<file path="config.mk">
export PLATFORM = sky130hd
export DESIGN_NAME = hack_screen_scanout
export DESIGN_NICKNAME = d
export VERILOG_FILES = /design/src/rtl/scanout_pkg.sv /design/src/rtl/scanout_timing.sv /design/src/rtl/hack_screen_scanout.sv
export SDC_FILE = /design/constraint.sdc
export NUM_CORES = 1
export LEC_CHECK = 0
export ABC_AREA = 1
export BUFFER_PORTS_ARGS = -buffer_cell sky130_fd_sc_hd__buf_2
export CORE_MARGIN = 8
export CORE_UTILIZATION = 53
export CTS_CLUSTER_DIAMETER = 60
export DETAILED_ROUTE_END_ITERATION = 12
export PLACE_DENSITY_LB_ADDON = 0.1
export SLEW_MARGIN = 20
export SYNTH_ARGS = -nofsm -noshare
export SYNTH_HDL_FRONTEND = slang
export SYNTH_SLANG_ARGS = --single-unit
</file>
<file path="constraint.sdc">
create_clock -name clk -period 2.6 [get_ports clk]
set_input_delay 0.52 -clock clk [delete_from_list [all_inputs] [get_ports clk]]
set_output_delay 0.52 -clock clk [all_outputs]
set_load 0.1 [all_outputs]
</file>
<file path="src/rtl/scanout_pkg.sv">
// Timing defaults and framebuffer geometry shared by the Hack VGA scanout blocks.
package scanout_pkg;

  localparam int H_ACTIVE_DEF = 640;
  localparam int H_FP_DEF     = 16;
  localparam int H_SYNC_DEF   = 96;
  localparam int H_BP_DEF     = 48;
  localparam int V_ACTIVE_DEF = 480;
  localparam int V_FP_DEF     = 10;
  localparam int V_SYNC_DEF   = 2;
  localparam int V_BP_DEF     = 33;

  localparam int H_TOTAL      = H_ACTIVE_DEF + H_FP_DEF + H_SYNC_DEF + H_BP_DEF;
  localparam int V_TOTAL      = V_ACTIVE_DEF + V_FP_DEF + V_SYNC_DEF + V_BP_DEF;
  localparam int H_SYNC_START = H_ACTIVE_DEF + H_FP_DEF;
  localparam int H_SYNC_END   = H_SYNC_START + H_SYNC_DEF;
  localparam int V_SYNC_START = V_ACTIVE_DEF + V_FP_DEF;
  localparam int V_SYNC_END   = V_SYNC_START + V_SYNC_DEF;

  localparam int SCREEN_W      = 512;
  localparam int SCREEN_H      = 256;
  localparam int WORDS_PER_ROW = 32;
  localparam int SCREEN_WORDS  = 8192;

  // Window-relative coordinates go negative left of / above the framebuffer.
  localparam logic signed [11:0] SCR_W = 12'sd512;
  localparam logic signed [11:0] SCR_H = 12'sd256;

  function automatic logic in_span(logic signed [11:0] val, logic signed [11:0] lo,
                                   logic signed [11:0] hi);
    return (val >= lo) && (val < hi);
  endfunction

endpackage

</file>
<file path="src/rtl/scanout_timing.sv">
// VGA raster counters and registered sync/active/frame_start decode; also exports the
// window-relative coordinates of the pixel that will be shown next cycle.
module scanout_timing
  import scanout_pkg::*;
#(
  parameter int X_OFF    = 64,
  parameter int Y_OFF    = 112,
  parameter int H_ACTIVE = H_ACTIVE_DEF,
  parameter int H_FP     = H_FP_DEF,
  parameter int H_SYNC   = H_SYNC_DEF,
  parameter int H_BP     = H_BP_DEF,
  parameter int V_ACTIVE = V_ACTIVE_DEF,
  parameter int V_FP     = V_FP_DEF,
  parameter int V_SYNC   = V_SYNC_DEF,
  parameter int V_BP     = V_BP_DEF
) (
  input  logic               clk,
  input  logic               reset,
  output logic               hsync,
  output logic               vsync,
  output logic               active,
  output logic               frame_start,
  output logic               active_next,
  output logic signed [11:0] x_next,
  output logic signed [11:0] y_next
);

  localparam logic [9:0] H_LAST   = 10'(H_ACTIVE + H_FP + H_SYNC + H_BP - 1);
  localparam logic [9:0] V_LAST   = 10'(V_ACTIVE + V_FP + V_SYNC + V_BP - 1);
  localparam logic [9:0] H_ACT    = 10'(H_ACTIVE);
  localparam logic [9:0] V_ACT    = 10'(V_ACTIVE);
  localparam logic [9:0] HS_START = 10'(H_ACTIVE + H_FP);
  localparam logic [9:0] HS_END   = 10'(H_ACTIVE + H_FP + H_SYNC);
  localparam logic [9:0] VS_START = 10'(V_ACTIVE + V_FP);
  localparam logic [9:0] VS_END   = 10'(V_ACTIVE + V_FP + V_SYNC);
  localparam logic signed [11:0] X_OFF_C = 12'(X_OFF);
  localparam logic signed [11:0] Y_OFF_C = 12'(Y_OFF);

  logic [9:0] h_q, h_d, v_q, v_d;
  logic       run_q;
  logic       hsync_q, hsync_d, vsync_q, vsync_d;
  logic       active_q, active_d, frame_start_q, frame_start_d;

  // run_q is low for the cycle right after reset, so the first free-running cycle is (0,0) again.
  always_comb begin
    h_d = h_q;
    v_d = v_q;
    if (!run_q) begin
      h_d = '0;
      v_d = '0;
    end else if (h_q == H_LAST) begin
      h_d = '0;
      v_d = (v_q == V_LAST) ? '0 : v_q + 10'd1;
    end else begin
      h_d = h_q + 10'd1;
    end
    active_d      = (h_d < H_ACT) && (v_d < V_ACT);
    hsync_d       = !((h_d >= HS_START) && (h_d < HS_END));
    vsync_d       = !((v_d >= VS_START) && (v_d < VS_END));
    frame_start_d = (h_d == 10'd0) && (v_d == 10'd0);
    x_next        = $signed({2'b00, h_d}) - X_OFF_C;
    y_next        = $signed({2'b00, v_d}) - Y_OFF_C;
    active_next   = active_d;
  end

  always_ff @(posedge clk) begin
    if (reset) begin
      h_q           <= '0;
      v_q           <= '0;
      run_q         <= 1'b0;
      hsync_q       <= 1'b1;
      vsync_q       <= 1'b1;
      active_q      <= 1'b0;
      frame_start_q <= 1'b0;
    end else begin
      h_q           <= h_d;
      v_q           <= v_d;
      run_q         <= 1'b1;
      hsync_q       <= hsync_d;
      vsync_q       <= vsync_d;
      active_q      <= active_d;
      frame_start_q <= frame_start_d;
    end
  end

  assign hsync       = hsync_q;
  assign vsync       = vsync_q;
  assign active      = active_q;
  assign frame_start = frame_start_q;

endmodule

</file>
<file path="src/rtl/hack_screen_scanout.sv">
// Hack 512x256 framebuffer scanout to 640x480@60 VGA timing: word fetch and pixel shifter.
// Define SCANOUT_BORDER_EN to draw a 1-pixel outline around the framebuffer window.
module hack_screen_scanout
  import scanout_pkg::*;
#(
  parameter logic [13:0] BASE_ADDR = 14'd0,
  parameter int          X_OFF     = 64,
  parameter int          Y_OFF     = 112,
  parameter int          H_ACTIVE  = H_ACTIVE_DEF,
  parameter int          H_FP      = H_FP_DEF,
  parameter int          H_SYNC    = H_SYNC_DEF,
  parameter int          H_BP      = H_BP_DEF,
  parameter int          V_ACTIVE  = V_ACTIVE_DEF,
  parameter int          V_FP      = V_FP_DEF,
  parameter int          V_SYNC    = V_SYNC_DEF,
  parameter int          V_BP      = V_BP_DEF
) (
  input  logic        clk,
  input  logic        reset,
  output logic [13:0] mem_address,
  input  logic [15:0] mem_data,
  output logic        hsync,
  output logic        vsync,
  output logic        active,
  output logic        pixel,
  output logic        frame_start
);

  logic signed [11:0] x_next, y_next, x_fetch;
  logic               active_next;
  logic               row_in, in_window, fetch_slot, load_slot, on_border;
  logic [13:0]        mem_address_q, mem_address_d;
  logic [15:0]        shift_q, shift_d;
  logic               pixel_q, pixel_d;

  scanout_timing #(
    .X_OFF   (X_OFF),
    .Y_OFF   (Y_OFF),
    .H_ACTIVE(H_ACTIVE),
    .H_FP    (H_FP),
    .H_SYNC  (H_SYNC),
    .H_BP    (H_BP),
    .V_ACTIVE(V_ACTIVE),
    .V_FP    (V_FP),
    .V_SYNC  (V_SYNC),
    .V_BP    (V_BP)
  ) u_timing (
    .clk        (clk),
    .reset      (reset),
    .hsync      (hsync),
    .vsync      (vsync),
    .active     (active),
    .frame_start(frame_start),
    .active_next(active_next),
    .x_next     (x_next),
    .y_next     (y_next)
  );

  // The address goes out two pixels early; the RAM answers one cycle later, just in time to load.
  always_comb begin
    x_fetch       = x_next + 12'sd2;
    row_in        = in_span(y_next, 12'sd0, SCR_H);
    in_window     = row_in && in_span(x_next, 12'sd0, SCR_W);
    fetch_slot    = row_in && in_span(x_fetch, 12'sd0, SCR_W) && (x_fetch[3:0] == 4'd0);
    load_slot     = in_window && (x_next[3:0] == 4'd0);
    mem_address_d = fetch_slot ? BASE_ADDR + {1'b0, y_next[7:0], x_fetch[8:4]} : mem_address_q;
    shift_d       = load_slot ? mem_data : {1'b0, shift_q[15:1]};
`ifdef SCANOUT_BORDER_EN
    on_border = ((x_next == -12'sd1 || x_next == SCR_W) &&
                 in_span(y_next, -12'sd1, SCR_H + 12'sd1)) ||
                ((y_next == -12'sd1 || y_next == SCR_H) &&
                 in_span(x_next, -12'sd1, SCR_W + 12'sd1));
`else
    on_border = 1'b0;
`endif
    pixel_d = active_next && (in_window ? shift_d[0] : on_border);
  end

  always_ff @(posedge clk) begin
    if (reset) begin
      mem_address_q <= BASE_ADDR;
      shift_q       <= '0;
      pixel_q       <= 1'b0;
    end else begin
      mem_address_q <= mem_address_d;
      shift_q       <= shift_d;
      pixel_q       <= pixel_d;
    end
  end

  assign mem_address = mem_address_q;
  assign pixel       = pixel_q;

endmodule

</file>
-- After elaboration in Yosys (flattened, before gate mapping)
Index checks and enable logic that the tools add are counted.
- add/sub/neg operators: 5
- multipliers: 0
- divide/modulo/power cells: 0
- $lt $le $gt $ge: 12
- equality and inequality tests: 2
- shifts and indexed selects: 0
- multiplexer cells: 8
- bitwise logic cells: 1
- reduce and logical (&&, ||, !) cells: 19
- operators by type and width (operator ; number):
    $mux 10 ; 5
    $ge 12x1->1 const B ; 3
    $lt 12x11->1 const B ; 2
    $sub 10x7->11 const B ; 2
    $add 10x1->10 const B ; 2
    $eq 10x10->1 const B ; 2
    $logic_not 10->1 ; 2
    $lt 10x10->1 const B ; 2
    $lt 10x9->1 const B ; 2
    $mux 15 ; 1
    $add 12x3->12 const B ; 1
    $logic_and 1x1->1 ; 12
    $lt 12x10->1 const B ; 1
    $ge 10x10->1 const B ; 1
    $ge 10x9->1 const B ; 1
    $logic_not 4->1 ; 2
    $logic_not 1->1 ; 2
    $mux 1 ; 2
    $reduce_or 2->1 ; 1
    $not 1->1 ; 1
- flip-flop bits (word level): 55
- latch bits: 0
- memory bits (writable): 0
- ROM bits: 0
- input port bits: 18
- output and inout bits: 19
- word-level logic and storage cells: 58
- memories: 0

-- Longest topological paths before layout
Gate-level depths: netlist (run 1).
- depth after elaboration: 12
- gate-level depth with buffers: 20
- gate-level depth less buffers: 20

-- Modules after synthesis
A second synthesis (run 1) with hierarchy kept.
- cell total of the unflattened synthesis: 517
- area total of the unflattened synthesis: 3523.4 µm²
- by module, submodules not included (module ; instances ; cells an instance ; area an instance (µm²) ; seq. area each (µm²)):
    scanout_timing ; 1 ; 318 ; 2074.5 ; 500.5
    hack_screen_scanout ; 1 ; 199 ; 1448.9 ; 580.6

-- Worst setup path after synthesis (run 1)
No wires, ideal clock.
- path kind: register -> register
- start: register u_timing.h_q[0]
- end: register shift_q[10]
- library setup time: 0.115 ns
- data arrival time: 2.382 ns
- required time: 2.485 ns
- path slack: 0.103 ns
- stages on the path, launching flop included: 21
- buffers on the path: 1
- period minus slack after synthesis: 2.497 ns
- cell sequence: dfxtp_1 -> ha_1 -> nand2_2 -> nor2_4 -> nand3_4 -> inv_2 -> nand2_1 -> nand2_1 -> nand2_2 -> nor2_4 -> ha_1 -> inv_1 -> nor2_1 -> nand3_1 -> nand2_1 -> nand3_2 -> nor2_2 -> buf_2 -> nand3_1 -> nand2_1 -> nor2_1
- cells in the longest elaborated chain, start to end: 9
- elaborated cells between the ends (all ways): 18
- classes of those cells: 3 x add/sub; 4 x order compare; 1 x eq/ne; 5 x mux; 5 x reduce/logical
- RTL lines (element ; line ; text):
    from (decl) ; scanout_timing.sv:39 ; logic [9:0] h_q, h_d, v_q, v_d;
    from (signal assigned) ; scanout_timing.sv:68 ; h_q <= '0;
    from (signal assigned) ; scanout_timing.sv:76 ; h_q <= h_d;
    $eq 10x10->1 * ; scanout_timing.sv:51 ; end else if (h_q == H_LAST) begin
    $mux 10 * ; scanout_timing.sv:51 ;
    $mux 10 * ; scanout_timing.sv:48 ; if (!run_q) begin
    net u_timing.v_d[4] ; scanout_timing.sv:39 ;
    $sub 10x7->11 * ; scanout_timing.sv:62 ; y_next = $signed({2'b00, v_d}) - Y_OFF_C;
    $ge 12x1->1 or $lt 12x10->1 (tied branches) ; scanout_pkg.sv:31 ; return (val >= lo) && (val < hi);
    $logic_and 1x1->1 * ; scanout_pkg.sv:31 ;
    $logic_and 1x1->1 * ; hack_screen_scanout.sv:63 ; in_window = row_in && in_span(x_next, 12'sd0, SCR_W);
    $logic_and 1x1->1 * ; hack_screen_scanout.sv:65 ; load_slot = in_window && (x_next[3:0] == 4'd0);
    $mux 15 * ; hack_screen_scanout.sv:67 ; shift_d = load_slot ? mem_data : {1'b0, shift_q[15:1]};
    to (signal assigned) ; hack_screen_scanout.sv:86 ; shift_q <= shift_d;
    to (decl) ; hack_screen_scanout.sv:33 ; logic [15:0] shift_q, shift_d;
The timed path passes the listed nets; every way through them passes the cells marked *.
A chain may end at the register's enable or synchronous reset.

-- Worst setup path in the final report (run 1)
- start: register u_timing.h_q[1]
- end: register mem_address_q[7] (netlist: mem_address[7])
- cells in the longest elaborated chain, start to end: 9
- elaborated cells between the ends (all ways): 18
- classes of those cells: 4 x add/sub; 4 x order compare; 1 x eq/ne; 4 x mux; 5 x reduce/logical
- RTL lines (element ; line ; text):
    $add 10x1->10 or $eq 10x10->1 (tied branches) ; scanout_timing.sv:55, scanout_timing.sv:51 ;
    $mux 10 * ; scanout_timing.sv:51 ;
    $mux 10 * ; scanout_timing.sv:48 ;
    net u_timing.h_d[1] ; scanout_timing.sv:39 ;
    $sub 10x7->11 * ; scanout_timing.sv:61 ; x_next = $signed({2'b00, h_d}) - X_OFF_C;
    $add 12x3->12 * ; hack_screen_scanout.sv:61 ; x_fetch = x_next + 12'sd2;
    $ge 12x1->1 or $lt 12x11->1 (tied branches) ; scanout_pkg.sv:31 ;
    $logic_and 1x1->1 ; scanout_pkg.sv:31 ;
    $logic_and 1x1->1 ; hack_screen_scanout.sv:64 ; fetch_slot = row_in && in_span(x_fetch, 12'sd0, SCR_W) && (x_fetch[3:0] == 4'd0);
    $logic_and 1x1->1 * ; hack_screen_scanout.sv:64 ;
    to (signal assigned) ; hack_screen_scanout.sv:85 ; mem_address_q <= mem_address_d;
    to (decl) ; hack_screen_scanout.sv:32 ; logic [13:0] mem_address_q, mem_address_d;
Marked as above.

==> impl_metrics.csv, run 1 <==
group,metric,value,unit
power,ir_worst_vdd,0.2367,mV
clock_network,cts-root-buf,"clkbuf_8",
layout,n_antenna_cell,0,
timing,setup_tns,0,ps
synth,avgSynthCellArea,6.387,µm²
timing,tightest_slew,520.7,ps
detailed_routing,ant_nets,0,
placed_design,dpl_cell_area,3632,µm²
detailed_routing,vias,3366,
critical_path,reg2reg_slack,4,ps
timing,finalCritPeriodShare,99.85,%
die,ios,37,
job,maxCapViolCount,0,
detailed_routing,drtIter0Drc,172,
global_routing,grt.total_usage,18.95,%
synth,synth_compound_area_share,6.453,%
critical_path,worstSetupPathType,"flop to flop",
synth,yosys_warnings,0,
detailed_routing,drc,0,
clock_network,cts-htree-levels,2,
placed_design,dp_hpwl,6186,µm
critical_path,cp_slowest_cell,"dfxtp_2",
placed_design,place_congestion,0.9400,
layout,area_delta_synth_final,27.59,%
synth,synth_top_family_by_area,"simple AND/OR/NAND/NOR gates",
detailed_routing,route.final.wire_length,8739,µm
critical_path,endpoint_kind,"flop",
timing,rsz0062_at_grt,"true",
die,core_area,5921,µm²
critical_path,crit_start,"u_timing.h_q[1]",
power,p_per_area,355.1,nW/µm²
global_routing,grt_max_degree,30,
power,finalPower,0.001467,W
synth,syn_nets,536,
synth,syn-instance-count,507,
clock_network,clkSlewWorstSetupHoldPaths,110,ps
synth,synthTopCellsByArea,"dfxtp_1, nand2_1, nor2_1",
placed_design,detailedPlace.worstSlack,-33.07,ps
layout,drive_gt1_share,24.43,%
synth,ys_ff_latch,54,
placed_design,io_buffers,35,
die,die_y,94.17,µm
critical_path,cp_cell_sequence,"ha_4 -> nand2_4 -> nor2_4 -> nand3_4 -> buf_6 -> nand3_2 -> inv_2 -> ha_4 -> xor2_1 -> nor3_1 -> nand3_1 -> nor2_4 -> buf_6 -> clkbuf_16 -> a21oi_1 -> nor2_1",
critical_path,critPathMaxFanout,6,
synth,synthXorXnorAreaFrac,2.975,%
detailed_routing,wl_per_cell,13.57,µm
critical_path,r2r_start,"u_timing.h_q[1]",
min_path,hold_class,"flop to flop",
global_routing,grt_pass1_wl,13730,µm
critical_path,crit_end,"mem_address[7]",
clock_network,tritoncts,"built",
die,initial_core_util,54.69,%
global_routing,overflow,0,
synth,synth.area.mux_share,0,%
timing,min_period,2596,ps
critical_path,r2r-end,"mem_address[7]",
clock_network,cts.sinks,54,
die,num_rows,28,
timing,fin_worst_skew,9.865,ps
layout,multi_input_area,1981,µm²
die,fp.dieArea,8867,µm²
synth,synth_top_area_cell,"dfxtp_1",
timing,max_slew_margin,65.24,%
timing,setup_viol,0,
clock_network,cts_made_buffers,5,
synth,synth_area,3238,µm²
detailed_routing,drtPass1Iterations,4,
timing,finalHoldViolCount,0,
detailed_routing,via_per_inst,5.227,
timing,timing.final.ws_setup,3.896,ps
synth,synth_cell_types,33,
timing,fmax,385.2,MHz
run_status,status,"finished clean",
die,die_w,94.17,µm
layout,regArea,1085,µm²
critical_path,slowest_delay,370,ps
clock_network,ctsHoldBuffers,0,
critical_path,arrival,2850,ps
layout,fillers,502,
layout,postLayoutCellArea,4131,µm²
critical_path,r2r_cells,16,
min_path,holdPathStages,2,
global_routing,antenna_found_initial,0,
timing,drv_slew,0,
synth,yosys.area_share.simple,40.69,%
global_routing,grt_pass1_vias,3115,
clock_network,clk_latency,310,ps
power,cellLeakagePower,1.969,nW
clock_network,clock_path_buffers,2,
synth,seq_area_frac_synth,33.38,%
critical_path,required,2860,ps
synth,yosysTopAreaCellShare,33.38,%
critical_path,setup.worst_path.start_class,"flop",
synth,synth-adder-area-share,4.250,%
layout,layout.nets,597,
[report_power, final]
group / internal [W] / switching, W / total [W] / leakage [nW]
registers: 0.000831 / 0.00000544 / 0.000837 / 0.437
clock network: 0.000220 / 0.000293 / 0.000513 / 0.0514
logic: 0.0000355 / 0.0000819 / 0.000117 / 1.48
total: 0.00109 / 0.000380 / 0.00147 / 1.97
[worst min-delay path by stage]
stage | from | endpoint | slack (ps)
after global placement | shift_q[13] | shift_q[12] | 430
final | shift_q[2] | shift_q[1] | 460
after CTS | shift_q[12] | shift_q[11] | 470
after global routing | mem_data[15] | shift_q[15] | 480
after detailed placement | shift_q[9] | shift_q[8] | 440
after floorplan | shift_q[11] | shift_q[10] | 430
[logic make-up after synthesis]
group / Yosys count
compound gates: 38
other cells: 1
simple gates: 297
buf+inv: 95
fa+ha+maj: 11
xor+xnor: 11
flops: 54
[per-stage QoR]
step / std cells / util, % / hold WS, ps
after floorplan: 507 / - / 427.6
final: 644 / 69.78 / 458.9
after global routing: 644 / 69.78 / 482.6
after global placement: 624 / 61.35 / 429.7
after CTS: 632 / 63.08 / 468.1
after detailed placement: 624 / 61.35 / 441.0
[what timing repair did]
item / in CTS / in global routing
gates resized for setup: 1 / 57
pin swaps: 1 / 24
endpoints found under the setup margin: 25 / 29
buffers inserted: 0 / 7
endpoints found under the hold margin: 0 / 0
gates cloned: 0 / 5
[synthesized netlist by cell type]
| master | n |
|---|---|
| o31ai_1 | 1 |
| inv_2 | 2 |
| nand4_2 | 1 |
| o21ai_1 | 1 |
| conb_1 | 1 |
| nor3_1 | 10 |
| o2111a_1 | 1 |
| o2111ai_1 | 1 |
| ha_1 | 11 |
| nand3_1 | 58 |
| xor2_1 | 9 |
| xnor2_1 | 2 |
| buf_4 | 4 |
| nand2_1 | 108 |
| inv_1 | 73 |
| nand3_2 | 3 |
| buf_6 | 2 |
| a21oi_1 | 28 |
| nand4_1 | 12 |
| nand3_4 | 1 |
| nor2_2 | 5 |
| o21bai_2 | 1 |
| nand2_2 | 3 |
| o21ai_0 | 5 |
| nor2_1 | 90 |
| nand3b_1 | 1 |
| clkbuf_1 | 8 |
| nor2_4 | 2 |
| and3_1 | 1 |
| clkinv_1 | 1 |
| buf_2 | 5 |
| dfxtp_1 | 54 |
| nor4_1 | 2 |
[critical path, delay by kind of cell (launching register included)]
kind                     cells  cell delay [ps]
AND/OR/NAND/NOR              8             1150
AO/OA/AOI/OAI                1               60
buffers and inverters        4              480
adder cells (fa/ha/maj)      2              320
XOR/XNOR                     1              150
flip-flops                   1              370
[layer usage]
metal | vias up | part of all wire, % | GRT usage [%]
li1 | 1709 | - | -
met1 | 1545 | 44 | 23.01
met2 | 94 | 49 | 32.27
met3 | 18 | 5.3 | 3.437
met4 | 0 | 2.1 | 7.001
met5 | - | 0 | 0
[state kept, by name, indices dropped and copies added (netlist names)]
signal and count:
shift_q 15, mem_address 13, u_timing.h_q 10, u_timing.v_q 10
pixel 1, u_timing.active 1, u_timing.frame_start 1, u_timing.hsync 1
u_timing.run_q 1, u_timing.vsync 1
[final cells by class]
cell class,instances,area share (%)
multi-input cells,358,47.94
flip-flops and latches,54,26.26
repair buffers,73,14.02
inverters,76,7.087
well taps,75,2.271
clock buffers,6,1.999
clock inverters,2,0.4240
[cell usage in the layout (no fill, tap or decap), drive strengths merged]
| cell type | count |
|---|---|
| a21oi | 28 |
| and3 | 1 |
| buf | 69 |
| clkbuf | 10 |
| clkinv | 3 |
| conb | 1 |
| dfxtp | 54 |
| ha | 11 |
| inv | 75 |
| nand2 | 111 |
| nand3 | 62 |
| nand3b | 1 |
| nand4 | 13 |
| nor2 | 97 |
| nor3 | 10 |
| nor4 | 2 |
| o2111a | 1 |
| o2111ai | 1 |
| o21ai | 6 |
| o21bai | 1 |
| o31ai | 1 |
| xnor2 | 2 |
| xor2 | 9 |
(Power assumes the default switching activity.)
==> inputs of run 2 (changes only) <==
CORE_UTILIZATION = 54   (was 53)
SYNTH_HIERARCHICAL = 1   (was unset)
==> impl_metrics.csv, run 2 <==
group,metric,value,unit
die,fp.dieArea,9365,µm²
critical_path,r2r_cells,21,
run_status,violations,"negative setup slack",
critical_path,crit_end,"shift_q[3]",
global_routing,grt_pass1_wl,14480,µm
detailed_routing,drc,0,
timing,hold_slack,452.6,ps
run_status,status,"complete, but fails checks",
min_path,min-delay-start,"mem_data[15]",
die,num_rows,29,
synth,seq_area_frac_synth,30.68,%
clock_network,clkSlewWorstSetupHoldPaths,90,ps
critical_path,cp_slowest_cell,"dfxtp_4",
layout,largest_register,"shift_q",
layout,area_delta_synth_final,32.07,%
die,initial_core_util,55.81,%
critical_path,path_common_cell,"nand2_2",
clock_network,clock_path_buffers,2,
clock_network,cts-root-buf,"clkbuf_8",
timing,timing.final.ws_setup,-211.2,ps
critical_path,endpoint_kind,"flop",
synth,synthTopCellsByArea,"dfxtp_1, nand2_1, nor2_1",
timing,max_slew_margin,45.19,%
clock_network,clk_latency,310,ps
power,seqPwrFrac,60.1,%
detailed_routing,via_per_inst,4.868,
detailed_routing,dr_wl_met2,4332,µm
power,ir_worst_vdd,0.3465,mV
clock_network,cts_made_buffers,5,
critical_path,cpLargestDelayFamily,"simple AND/OR/NAND/NOR gates",
critical_path,reg2reg_slack,-210,ps
synth,synth_top_area_cell,"dfxtp_1",
synth,synth_common_cells,"nand2_1, nor2_1, inv_1",
die,die_y,96.78,µm
synth,synth_cell_types,37,
clock_network,cts.sinks,54,
power,finalPower,0.001384,W
power,p_comb_share,7.1,%
detailed_routing,highest_layer,"met4",
critical_path,critPathMaxFanout,7,
detailed_routing,vias,3349,
clock_network,cts-htree-levels,2,
critical_path,required,2810,ps
layout,final_cell_mix,"nand2_1, nor2_1, inv_1, buf_4, dfxtp_1",
detailed_routing,drtPass1Iterations,4,
layout,drive_gt1_share,37.64,%
min_path,hold_class,"input port to flop",
power,p_int,0.001047,W
synth,syn-instance-count,517,
synth,yosys_warnings,6,
detailed_routing,drtIter0Drc,154,
timing,drv_slew,0,
synth,ys_ff_latch,54,
synth,yosysTopAreaCellShare,30.68,%
layout,fillers,522,
layout,final_common_cell,"nand2_1",
layout,layout.nets,640,
power,p_per_area,297.5,nW/µm²
power,p_sw_share,24.35,%
synth,avgSynthCellArea,6.815,µm²
synth,syn_nets,546,
global_routing,grt_pass1_vias,3318,
timing,fin_worst_skew,11.75,ps
placed_design,io_buffers,35,
timing,setup_tns,-4462,ps
timing,tightest_slew,821.3,ps
placed_design,place_congestion,0.9580,
die,die_w,96.78,µm
synth,synth_edf_count,0,
placed_design,dp_hpwl,6411,µm
critical_path,worstSetupPathType,"flop to flop",
critical_path,r2r_start,"u_timing/h_q[0]",
synth,synth-main-ff-cell,"dfxtp_1",
placed_design,dp.cells,666,
layout,largest_reg_flops,15,
detailed_routing,wl_per_cell,12.33,µm
timing,rsz0062_at_grt,"true",
die,ios,37,
timing,min_period,2811,ps
global_routing,overflow,0,
power,cellLeakagePower,2.293,nW
job,maxCapViolCount,0,
critical_path,crit_buf_inv,6,
placed_design,detailedPlace.worstSlack,-143.9,ps
critical_path,setup.worst_path.start_class,"flop",
global_routing,grt.total_usage,17.87,%
critical_path,slowest_delay,370,ps
timing,fmax,355.7,MHz
critical_path,path_depth,21,
timing,finalHoldViolCount,0,
critical_path,arrival,3020,ps
layout,n_antenna_cell,0,
synth,synthArstFlopShare,0,%
critical_path,cp_cell_sequence,"ha_4 -> nand2_4 -> nor2_8 -> nand3_4 -> nor2_4 -> nand2_2 -> nand3_2 -> inv_2 -> ha_4 -> inv_4 -> o21ai_4 -> xor2_1 -> inv_1 -> nand2_2 -> buf_4 -> nor3_4 -> nand2_2 -> buf_12 -> clkbuf_16 -> o21ai_1 -> nor2_1",
detailed_routing,route.layer.met1.wl,3794,µm
detailed_routing,route.final.wire_length,8481,µm
timing,setup_viol,29,
layout,stdcell_count,688,
global_routing,antenna_found_initial,0,
timing,finalCritPeriodShare,108.1,%
critical_path,crit_start,"u_timing/h_q[0]",
critical_path,r2r-end,"shift_q[3]",
detailed_routing,dr_wl_met3,274,µm
power,clock_power_share,32.8,%
die,core_area,6314,µm²
synth,yosys.cell_count.top_type,"nand2_1",
global_routing,grt_max_degree,30,
detailed_routing,ant_nets,0,
synth,synth_area,3523,µm²
power,p_sw,0.0003370,W
clock_network,tritoncts,"built",
run 2: cell count changes after synthesis, moves of 4 or more:
| cell | change |
|---|---|
| nor2_4 | +4 |
| a21oi_1 | -18 |
| xnor2_1 | +4 |
| o21ai_0 | +10 |
| nand2_2 | +9 |
| buf_2 | -5 |
| a21oi_2 | +8 |
| buf_4 | +12 |
| nand3_2 | +8 |
| nand3_1 | -24 |
run 2: cell families (layout without fill, tap and decap cells):
group                      count (synthesis)  count (layout)  share of synthesized area (%)
and+or+nand+nor                          292             292                          40.31
buffers and inverters                    104             198                          14.03
DFF                                       54              54                          30.68
AOI/OAI and AO/OA                         40              40                          7.244
xor gates and xnor gates                  15              15                          3.729
adders and majority gates                 11              11                          3.906
other                                      1               1                         0.1064
run 2: area by class of cell:
type	instances	area, µm²	area share, %
Clock buffer	5	68.82	1.479
Clock inverter	2	13.76	0.2958
Inverter	78	302.8	6.507
Multi-Input combinational cell	359	2176	46.76
Sequential cell	54	1094	23.50
Tap cell	77	96.34	2.070
Timing Repair Buffer	113	902.1	19.39
run 2: power by group through the flow:
stage	clock network, W	logic, W	registers [W]
2_1_floorplan	0	0.0000527	0.000867
3_3_place_gp	0	0.0000942	0.000853
3_5_place_dp	0	0.0000961	0.000853
4_1_cts	0.000475	0.0000978	0.000834
5_1_grt	0.000502	0.000108	0.000832
6_report	0.000454	0.0000989	0.000832
run 2: worst register-to-register path, stage by stage (launching register included):
cell and delay [ps]:
dfxtp_4 370, ha_4 150, nand2_4 70, nor2_8 190, nand3_4 90, nor2_4 150, nand2_2 70, nand3_2 100
inv_2 60, ha_4 160, inv_4 50, o21ai_4 60, xor2_1 150, inv_1 70, nand2_2 60, buf_4 140
nor3_4 150, nand2_2 140, buf_12 180, clkbuf_16 140, o21ai_1 120, nor2_1 60
run 2: how the worst min path moves through the flow:
stage                       end  slack (ps)  depth (start not counted)
floorplan           shift_q[12]         430                          2
global placement    shift_q[10]         430                          2
detailed placement   shift_q[5]         440                          2
CTS                 shift_q[15]         420                          3
global route        shift_q[15]         450                          3
finish              shift_q[15]         450                          3
run 2: timing repair:
action / in CTS / in global routing
cloned: 2 / 2
pin swaps: 6 / 20
setup endpoints to repair: 27 / 29
gates resized for setup: 20 / 40
setup buffers: 8 / 5
hold buffers: 0 / 0
run 2: metrics by stage:
| stage | area, µm² | util, % |
|---|---|---|
| 2_1_floorplan | 3616 | - |
| 3_3_place_gp | 4189 | 66.35 |
| 3_5_place_dp | 4189 | 66.35 |
| 4_1_cts | 4466 | 70.73 |
| 5_1_grt | 4653 | 73.70 |
| 6_report | 4653 | 73.70 |
run 2: per-layer routing:
metal | vias up | global-route usage [%]
met3 | 9 | 3.627
met2 | 41 | 31.46
met5 | - | 0
met1 | 1522 | 20.91
met4 | 0 | 5.917
li1 | 1777 | -
